<file path="src/rtl/store_size_unit.sv">
// Multicycle MIPS store path: merges register B into the addressed word (SW/SH/SB) via read-modify-write.
// Optional STORE_SIZE_MISALIGN_CHK_EN rejects misaligned/illegal requests through the ERR state.
module store_size_unit #(
   parameter int unsigned MEM_RD_LAT = 1
) (
   input  logic        clk,
   input  logic        reset,
   input  logic        start,
   input  logic [1:0]  SSControl,
   input  logic [31:0] addr,
   input  logic [31:0] B_out,
   input  logic [31:0] mem_rdata,
   output logic [31:0] mem_addr,
   output logic        mem_wr,
   output logic [31:0] mem_wdata,
   output logic        busy,
   output logic        done,
   output logic        err
);

   localparam int unsigned DW = 32;
   localparam int unsigned CW = 2;
   localparam logic [1:0]  SS_SW  = 2'b00;
   localparam logic [1:0]  SS_SH  = 2'b01;
   localparam logic [1:0]  SS_SB  = 2'b10;
   localparam logic [1:0]  SS_ILL = 2'b11;

   typedef enum logic [2:0] {
      S_IDLE,
      S_RD,
      S_WT,
      S_WR,
      S_DONE,
      S_ERR
   } state_t;

   state_t          state_q;
   logic [1:0]      lane_q;
   logic            byte_q;
   logic [15:0]     b_q;
   logic [CW-1:0]   cnt_q;
   logic [DW-1:0]   merged_d;
   logic            req_err_c;
   logic            req_word_c;

   // Request classification, evaluated on the live inputs while IDLE.
   always_comb begin
      req_err_c  = 1'b0;
`ifdef STORE_SIZE_MISALIGN_CHK_EN
      req_err_c  = (SSControl == SS_ILL)
                || ((SSControl == SS_SH) && addr[0])
                || ((SSControl == SS_SW) && (addr[1:0] != 2'b00));
`endif
      req_word_c = (SSControl == SS_SW) || (SSControl == SS_ILL);
   end

   // Little-endian lane merge of latched store data into the read word.
   always_comb begin
      merged_d = mem_rdata;
      if (byte_q) begin
         for (int unsigned i = 0; i < 4; i++) begin
            if (lane_q == 2'(i)) merged_d[8*i +: 8] = b_q[7:0];
         end
      end else if (lane_q[1]) begin
         merged_d[31:16] = b_q;
      end else begin
         merged_d[15:0] = b_q;
      end
   end

   always_ff @(posedge clk) begin
      if (!reset) begin
         state_q   <= S_IDLE;
         lane_q    <= 2'b00;
         byte_q    <= 1'b0;
         b_q       <= '0;
         cnt_q     <= '0;
         mem_addr  <= '0;
         mem_wdata <= '0;
         mem_wr    <= 1'b0;
         busy      <= 1'b0;
         done      <= 1'b0;
         err       <= 1'b0;
      end else begin
         mem_wr <= 1'b0;
         done   <= 1'b0;
         err    <= 1'b0;
         case (state_q)
            S_IDLE: begin
               if (start) begin
                  lane_q <= addr[1:0];
                  byte_q <= (SSControl == SS_SB);
                  b_q    <= B_out[15:0];
                  busy   <= 1'b1;
                  if (req_err_c) begin
                     state_q <= S_ERR;
                     err     <= 1'b1;
                  end else if (req_word_c) begin
                     // Full word needs no read: write straight away.
                     state_q   <= S_WR;
                     mem_wr    <= 1'b1;
                     mem_addr  <= {addr[31:2], 2'b00};
                     mem_wdata <= B_out;
                  end else begin
                     state_q  <= S_RD;
                     mem_addr <= {addr[31:2], 2'b00};
                  end
               end
            end
            S_RD: begin
               state_q <= S_WT;
               cnt_q   <= CW'(MEM_RD_LAT - 1);
            end
            S_WT: begin
               if (cnt_q == '0) begin
                  state_q   <= S_WR;
                  mem_wr    <= 1'b1;
                  mem_wdata <= merged_d;
               end else begin
                  cnt_q <= cnt_q - CW'(1);
               end
            end
            S_WR: begin
               state_q  <= S_DONE;
               done     <= 1'b1;
               mem_addr <= '0;
            end
            S_DONE, S_ERR: begin
               state_q <= S_IDLE;
               busy    <= 1'b0;
            end
            default: begin
               state_q  <= S_IDLE;
               busy     <= 1'b0;
               mem_addr <= '0;
            end
         endcase
      end
   end

endmodule

</file>
<file path="config.mk">
export PLATFORM = sky130hd
export DESIGN_NAME = store_size_unit
export DESIGN_NICKNAME = d
export VERILOG_FILES = /design/src/rtl/store_size_unit.sv
export SDC_FILE = /design/constraint.sdc
export NUM_CORES = 1
export LEC_CHECK = 0
export CAP_MARGIN = 30
export CORE_ASPECT_RATIO = 2
export CORE_MARGIN = 4
export CORE_UTILIZATION = 50
export DETAILED_ROUTE_END_ITERATION = 6
export DONT_BUFFER_PORTS = 1
export REMOVE_ABC_BUFFERS = 1
export SLEW_MARGIN = 20
export SYNTH_ARGS = -nofsm -noshare
export SYNTH_HDL_FRONTEND = slang
export SYNTH_SLANG_ARGS = --single-unit
</file>
<file path="constraint.sdc">
create_clock -name clk -period 3 [get_ports clk]
set_clock_uncertainty 0.05 [all_clocks]
set_input_delay 0.6 -clock clk [delete_from_list [all_inputs] [get_ports clk]]
set_output_delay 0.6 -clock clk [all_outputs]
set_load 0.1 [all_outputs]
</file>
# Yosys cells after proc, flatten, opt, wreduce, memory -nomap -nowiden
# Index checks and enable logic that the tools add are counted.
# W data, S select, Z words.
# totals
out_inout_bits	68
in_bits	101
rom_bits	0
latchBits	0
n_memories	0
reg_bits	91
ramBits	0
# classes
n_lt_le_gt_ge	0
add_sub_neg	1
mux	26
mul	0
shift	0
div_mod_pow	0
bitwise	2
reduce_logical	15
n_eq_ne	14
# ops
operator	count
$mux W32	5
$pmux W32 S2	2
$mux W16	2
$mux W8	4
$pmux W3 S4	1
$reduce_and A2 Y1	5
$eq A2 B2 Y1 const B	4
$ne A2 B2 Y1 const B	4
$eq A3 B2 Y1 const B	2
$eq A3 B3 Y1 const B	2
$logic_not A2 Y1	3
$mux W3	2
$mux W1	5
$mux W2	2
$pmux W1 S2	2
$pmux W2 S2	1
$reduce_and A4 Y1	1
$reduce_bool A2 Y1	2
$reduce_or A4 Y1	1
$eq A3 B1 Y1 const B	1
$logic_not A3 Y1	1
$reduce_or A3 Y1	1
$eq A2 B1 Y1 const B	1
$not A1 Y1	2
other kinds (2)	2

# Logic depth before layout (Yosys ltp)
# Gate-level depths: netlist of run 1.
# logic_depth
depth_word	5
ltp_mapped	7
ltp_nobuf	6

# Least setup slack after synthesis of run 1
# OpenSTA, ideal clock, no wires.
# synth_timing
path_kind	input-to-reg
from	in SSControl[0]
to	reg mem_wdata[13]
path_slack_ns	1.259
path_buffers	1
stages	7
arrival_ns	1.569
path_cell_list	inv_1 > ha_1 > nand3b_1 > a21o_1 > buf_2 > a21oi_1 > a21oi_1
# synth_via
elab_chain_len	4
elab_cells_between_ends	5
classes_between	2 x eq/ne; 3 x reduce/logical
# synth_rtl
item	line	text
start: declaration	9	input logic [1:0] SSControl,
$eq A2 B2 Y1 or $logic_not A2 Y1 (tied branches)	54	req_word_c = (SSControl == SS_SW) || (SSControl == SS_ILL);
$logic_or A1 B1 Y1 (*)	54	
$ne A2 B2 Y1 (no source line) (*)	--	
$reduce_and A4 Y1 (no source line) (*)	--	
end signal: assignment	103	mem_wdata <= B_out;
end signal: assignment	118	mem_wdata <= merged_d;
end: declaration	15	output logic [31:0] mem_wdata,
# Every way passes the cells marked *; elsewhere a longest branch is shown, timed or not.
# A chain may end at the register's enable or synchronous reset.

# Worst setup path after layout of run 1
# layout_timing
from	reg state_q[1]
to	reg mem_wdata[13]
# layout_via
elab_chain_len	3
elab_cells_between_ends	8
classes_between	4 x eq/ne; 1 x mux; 3 x reduce/logical
# layout_rtl
item	line	text
start: declaration	37	state_t state_q;
start signal: assignment	73	state_q <= S_IDLE;
start signal: assignment	96	state_q <= S_ERR;
start signal: assignment	100	state_q <= S_WR;
$eq A3 B2 Y1 or $logic_not A3 Y1 (tied branches)	88	case (state_q)
$ne A2 B2 Y1 (no source line) or $reduce_bool A2 Y1 (tied branches)	--	
$reduce_and A4 Y1 (no source line)	--	
# Parallel ways exist; a longest one is shown, timed or not.

==> results.md, run 1 <==
* Clock power share at 28.0%
* Status: completed
* Worst R2R Setup Slack at 920 ps
* First-pass GRT wire length at 16800 um
* WP data arrival at between 2000 and 2500 ps
* Clock Latency Late Sink at 340 ps
* Max H-tree Level at 3
* Area grow syn2layout at 7.28%
* GR Overflow Total at 0
* Reg-to-Reg Start: state_q[1]$_SDFFE_PN0P_
* Max_slew headroom at 31.2%
* Post-cts sizing count at 0
* RD Place Congestion at 0.849
* Setup tns final at 0 ps
* DRT Pass-1 Iters at 4
* Crit path capture type: register
* Tot GR Track Use at a little under a quarter
* Antenna fix cells at 0
* Pint at 2.17 mW
* Mapped Cells at 432
* Worst flop-to-flop path endpoint: mem_wdata[13]$_SDFFE_PN0P_
* Port-buffer cells at 0
* Root buf cell: clkbuf_16
* Post-synth cell types at 38
* Final setup violation count at 0
* Slew Viols, Final at 0
* Power Total at roughly 3.9 mW
* RSZ-0062 raised after global routing: false
* Final period util at 69.2%
* Initial antenna violation count at 0
* WL final at ~11000 um
* Post-synth EDFFs at 0
* DR vias at 3190
* CP required at 3220 ps
* Clock transition at path regs at 60 ps
* Largest net degree at the start of global routing at 49
* Hold Path Class: input pin to register
* Hold path depth at 1
* Worst-margin pin slew at 1030 ps
* Cts bufs inserted at 9
* Endpoints failing hold at 0
* Post-route minimum period at 2080 ps
* Share of cells above drive strength 1 at 12.4%
* Detailed placer's ending HPWL at roughly 7700 um
* Final ANT Viol Nets at 0
* # rows at 45
* Die width at 70.6 um
* Max VDD drop at 0.560 mV
* Power Density at 916 nW/um^2
* Leakage at 1.52 nW
* CTS tree: yes
* Combinational fraction of design power at around 15%
* Via density at 6.23
* Hold_sp: addr[6]
* Clock sinks at 89
* Share of the synthesized area in the top cell type at a little under half
* Die span in y at between 100 and 150 um
* DIE AREA at 9400 sq um
* DR WL/cell at 21.1 um
* DRC at 0
* FF+latch count, synth at 89
* Leading area contributor after synthesis: dfxtp_1
* Seq/Total Area, Yosys at 45.5%
* Sequential power share at between 50% and 60%
* Nets at 517
* Hold Buf Count CTS at 0
* Vias in the first global route at 3326
* NetSw at 1.68 mW
* Syn Std Cell Area at 3920 sq um
* Achievable Freq at 0.482 GHz
* Synth warnings at 0
* Most used flip-flop cell after synthesis: dfxtp_1
* Hold endpoint: mem_addr[6]$_SDFFE_PN0P_
* # IOs at 169
* Starting Density at 51.5%
* Most frequent cells in the layout: dfxtp_1 (89), a21oi_1 (69), nand2_1 (59)
* Max Cap Viol at 0
* Initial DRC Count at 202
* Ranking of synthesized cells by area: dfxtp_1 (45%), a21oi_1 (8.8%), a22o_1 (6.7%)
* Crit Path Class: register to register
* Mean post-synth cell area at 9.07 sq um
* CP max FO at 48
* Commonest non-fill, non-tap cell in the layout: dfxtp_1
* Asr flop ratio synth at 0%
* R2R depth at 4
* Core Area at 7600 sq um
* CP Launch Type: register
* Switching portion of total power at 43.6%
* Setup Buffers After CTS at 0
* Clock tree buffer depth at 2
[power by group through the flow]
| stage | clock network (mW) | logic, mW | registers (mW) |
|---|---|---|---|
| after floorplan | 0 | 0.388 | 2.22 |
| after global placement | 0 | 0.529 | 2.24 |
| after detailed placement | 0 | 0.544 | 2.24 |
| after CTS | 1.10 | 0.543 | 2.22 |
| after global routing | 1.14 | 0.633 | 2.22 |
| final | 1.08 | 0.567 | 2.20 |
[metrics by stage]
stage               instance area, sq um  utilization [%]  setup WS [ps]  hold slack (ps)  cells
floorplan                           3670                -            540              400    390
global placement                    3880             51.1            955              409    495
detailed placement                  3880             51.1            853              415    495
CTS                                 4170             54.9            935              325    510
global route                        4200             55.3            768              328    512
finish                              4200             55.3            924              335    512
[layer usage]
layer / track usage [%] / share of wire (%)
met1: 22.5 / 35
met2: 39.5 / 52
met3: 9.14 / 10
met4: 12.4 / 3.2
met5: 0 / 0
[cells in the mapped netlist, types with 9 or more instances]
| library cell | number |
|---|---|
| a22o_1 | 30 |
| dfxtp_1 | 89 |
| a21oi_1 | 69 |
| buf_4 | 9 |
| mux2_2 | 16 |
| a211o_1 | 16 |
| o221ai_1 | 16 |
| nand2_1 | 60 |
| clkbuf_1 | 12 |
| nand2b_1 | 11 |
| o21ai_0 | 16 |
| o22ai_1 | 32 |
| buf_2 | 15 |
[area by class of cell]
class | count | area (sq um)
clock inverter | 6 | 60.1
inverter | 5 | 18.8
tap | 94 | 118
sequential | 89 | 1780
fill | 723 | 3400
clock buffer | 9 | 225
timing repair buffer | 13 | 114
multi-input combinational | 296 | 1880
[cells by family after synthesis]
kind of cell / synth area share [%]
AOI/OAI and AO/OA: 32.4
adders and majority gates: 0.639
buffers and inverters: 6.84
DFF: 45.5
muxes: 4.60
other: 0.0958
and+or+nand+nor: 9.94
[how the worst max path moves through the flow]
| stage | depth (start not counted) | slack [ps] | start | to |
|---|---|---|---|---|
| 2_1_floorplan | 4 | 540 | state_q[1]$_SDFFE_PN0P_ | mem_addr[10]$_SDFFE_PN0P_ |
| 3_3_place_gp | 7 | 950 | SSControl[0] | mem_wdata[4]$_SDFFE_PN0P_ |
| 3_5_place_dp | 7 | 850 | SSControl[0] | mem_wdata[17]$_SDFFE_PN0P_ |
| 4_1_cts | 4 | 940 | state_q[1]$_SDFFE_PN0P_ | mem_wdata[30]$_SDFFE_PN0P_ |
| 5_1_grt | 4 | 770 | state_q[1]$_SDFFE_PN0P_ | mem_wdata[27]$_SDFFE_PN0P_ |
| 6_report | 4 | 920 | state_q[1]$_SDFFE_PN0P_ | mem_wdata[13]$_SDFFE_PN0P_ |
[registers in the layout, indices dropped and copies added (netlist names)]
register / cells
lane_q: 2
b_q: 16
mem_wdata: 32
done: 1
mem_addr: 30
cnt_q: 2
byte_q: 1
state_q: 3
mem_wr: 1
busy: 1
[worst max-delay path, stage by stage (launching register included)]
cell and delay [ps]:
dfxtp_1 480, buf_4 320, nand2_2 560, a211o_1 450, a21oi_1 120
Note: power is estimated with default switching activity, not from simulation.
==> run 2: changes to the inputs <==
- PLACE_DENSITY: not set -> 0.68
- clock period: 3 -> 1.7 ns (I/O delays scaled with it)
==> results.md, run 2 (synthesis results as in run 1) <==
* Biggest register: mem_wdata (unchanged)
* CTS tree: yes (unchanged)
* Hold Buf Count CTS at 0 (unchanged)
* Tot GR Track Use at 24.5% (was 22.7%)
* Crit Path Class: register to register (unchanged)
* Final setup violation count at 0 (unchanged)
* Power Density at 1460 nW/um^2 (was 916 nW/um^2)
* CP max-delay cell: dfxtp_1 (was nand2_2)
* Largest net degree at the start of global routing at 37 (was 49)
* Crit path cell chain: nand2b_1 > o22ai_1 > a211o_1 > a21oi_1 (was buf_4 > nand2_2 > a211o_1 > a21oi_1)
* Final ANT Viol Nets at 0 (unchanged)
* Pint at 4.00 mW (was 2.17 mW)
* Achievable Freq at 0.618 GHz (was 0.482 GHz)
* Setup Buffers After CTS at 0 (unchanged)
* Setup tns final at 0 ps (unchanged)
* Area grow syn2layout at 22.2% (was 7.28%)
* # IOs at 169 (unchanged)
* Core Area at 7600 sq um (unchanged)
* Hold path depth at 1 (unchanged)
* Post-route minimum period at 1620 ps (was 2080 ps)
* NetSw at 3.00 mW (was 1.68 mW)
* Port-buffer cells at 0 (unchanged)
* Via density at 6.15 (was 6.23)
* WL final at 11700 um (was 10800 um)
* # rows at 45 (unchanged)
* CP required at 1920 ps (was 3220 ps)
* Max VDD drop at 0.806 mV (was 0.560 mV)
* Die span in y at 133 um (unchanged)
* Detailed placer's ending HPWL at 8660 um (was 7740 um)
* Clock power share at 24.7% (was 28.0%)
* Max Cap Viol at 0 (unchanged)
* Cts bufs inserted at 9 (unchanged)
* RD Place Congestion at 0.839 (was 0.849)
* Clock transition at path regs at 60 ps (about the same)
* Fill count at 673 (was 723)
* Most frequent cells in the layout: dfxtp_1 (89), buf_4 (84), a21oi_1 (69) (was dfxtp_1 (89), a21oi_1 (69), nand2_1 (59))
* Critical path depth in cells at 4 (unchanged)
* Top Metal Used: met5 (was met4)
* CP Launch Type: register (unchanged)
* Initial antenna violation count at 1 (was 0)
* CP delay by family, top: compound AO/OA/AOI/OAI gates (unchanged)
* Buffers & Inverters on Critical Path at 0 (was 1)
* WL met3 at 1120 um (was 1090 um)
* Endpoints failing hold at 0 (unchanged)
* Top flop regs: mem_wdata: 32 flops, mem_addr: 30 flops, b_q: 16 flops (unchanged)
* Multi-input combinational cell area at 1900 sq um (was 1880 sq um)
* Leakage at 1.91 nW (was 1.52 nW)
* Root buf cell: clkbuf_16 (unchanged)
* Slew Viols, Final at 0 (unchanged)
* Antenna fix cells at 0 (unchanged)
* Switching portion of total power at 42.8% (was 43.6%)
* Vias in the first global route at 3692 (was 3326)
* RSZ-0062 raised after global routing: false (unchanged)
* Status: completed (unchanged)
* First-pass GRT wire length at 18100 um (was 16800 um)
* Commonest non-fill, non-tap cell in the layout: dfxtp_1 (unchanged)
* R2R depth at 4 (unchanged)
* Crit path capture type: register (unchanged)
* Sequential power share at 34.8% (was 57.2%)
* M1 WL at 3880 um (was 3810 um)
* Slowest cell delay on critical path at 490 ps (was 560 ps)
* WL met2 at 6110 um (was 5580 um)
* CP max FO at 8 (was 48)
* DRC at 0 (unchanged)
* DR vias at 3622 (was 3190)
* WHS at 83.0 ps (was 335 ps)
* Max H-tree Level at 3 (unchanged)
* Die width at 70.6 um (unchanged)
* Register area at 1780 sq um (unchanged)
* Initial DRC Count at 263 (was 202)
* Starting Density at 51.5% (unchanged)
* Hold Path Class: input pin to register (unchanged)
* Combinational fraction of design power at 40.5% (was 14.7%)
* WP data arrival at 1830 ps (was 2300 ps)
* Share of cells above drive strength 1 at 25.9% (was 12.4%)
* Clock sinks at 89 (unchanged)
* DRT Pass-1 Iters at 4 (unchanged)
* Max reg flops at 32 (unchanged)
* DIE AREA at 9400 sq um (unchanged)
* Clock tree buffer depth at 2 (unchanged)
* DR WL/cell at 19.9 um (was 21.1 um)
* GR Overflow Total at 0 (unchanged)
* Clock Latency Late Sink at 330 ps (was 340 ps)
* Nets at 593 (was 517)
* Final period util at 95.2% (was 69.2%)
## run 2: per-layer routing
layer | track usage (%) | up-vias
li1 | - | 1711
met1 | 23.9 | 1664
met2 | 43.1 | 197
met3 | 8.99 | 48
met4 | 14.4 | 2
met5 | 0 | -
## run 2: final timing paths
path	start	to	slack (ps)
worst min-delay path	addr[21]	mem_addr[21]$_SDFFE_PN0P_	80
worst min register to register	mem_wdata[2]$_SDFFE_PN0P_	mem_wdata[2]$_SDFFE_PN0P_	410
worst max-delay path	byte_q$_SDFFE_PN0P_	mem_wdata[31]$_SDFFE_PN0P_	80
worst max register to register	byte_q$_SDFFE_PN0P_	mem_wdata[31]$_SDFFE_PN0P_	80
## run 2: layout make-up
cell class | count | area share, %
clock buffer | 13 | 5.02
clock inverter | 3 | 0.366
inverter | 5 | 0.392
multi-input combinational | 297 | 39.7
sequential | 89 | 37.2
tap | 94 | 2.46
timing repair buffer | 88 | 14.8
## run 2: metrics by stage
step	area (sq um)	total power, mW	cells	setup WS (ps)	utilization, %
finish	4790	7.00	589	82.1	63.0
global route	4790	7.31	589	10.2	63.0
CTS	4770	7.04	588	68.0	62.8
detailed placement	4510	5.29	572	80.3	59.4
global placement	4510	5.26	572	87.6	59.4
floorplan	3670	4.60	390	-760	-
## run 2: repair_timing
| item | 4_1_cts | 5_1_grt |
|---|---|---|
| endpoints found under the setup margin | 0 | 13 |
| gates resized for setup | 0 | 2 |
| endpoints found under the hold margin | 0 | 0 |
## run 2: power by group through the flow
stage	Sequential (mW)	Clock [mW]	Combinational, mW
after floorplan	3.91	0	0.685
after detailed placement	2.48	0	2.81
final	2.44	1.73	2.83
after global placement	2.47	0	2.79
after CTS	2.43	1.78	2.82
after global routing	2.46	1.87	2.97
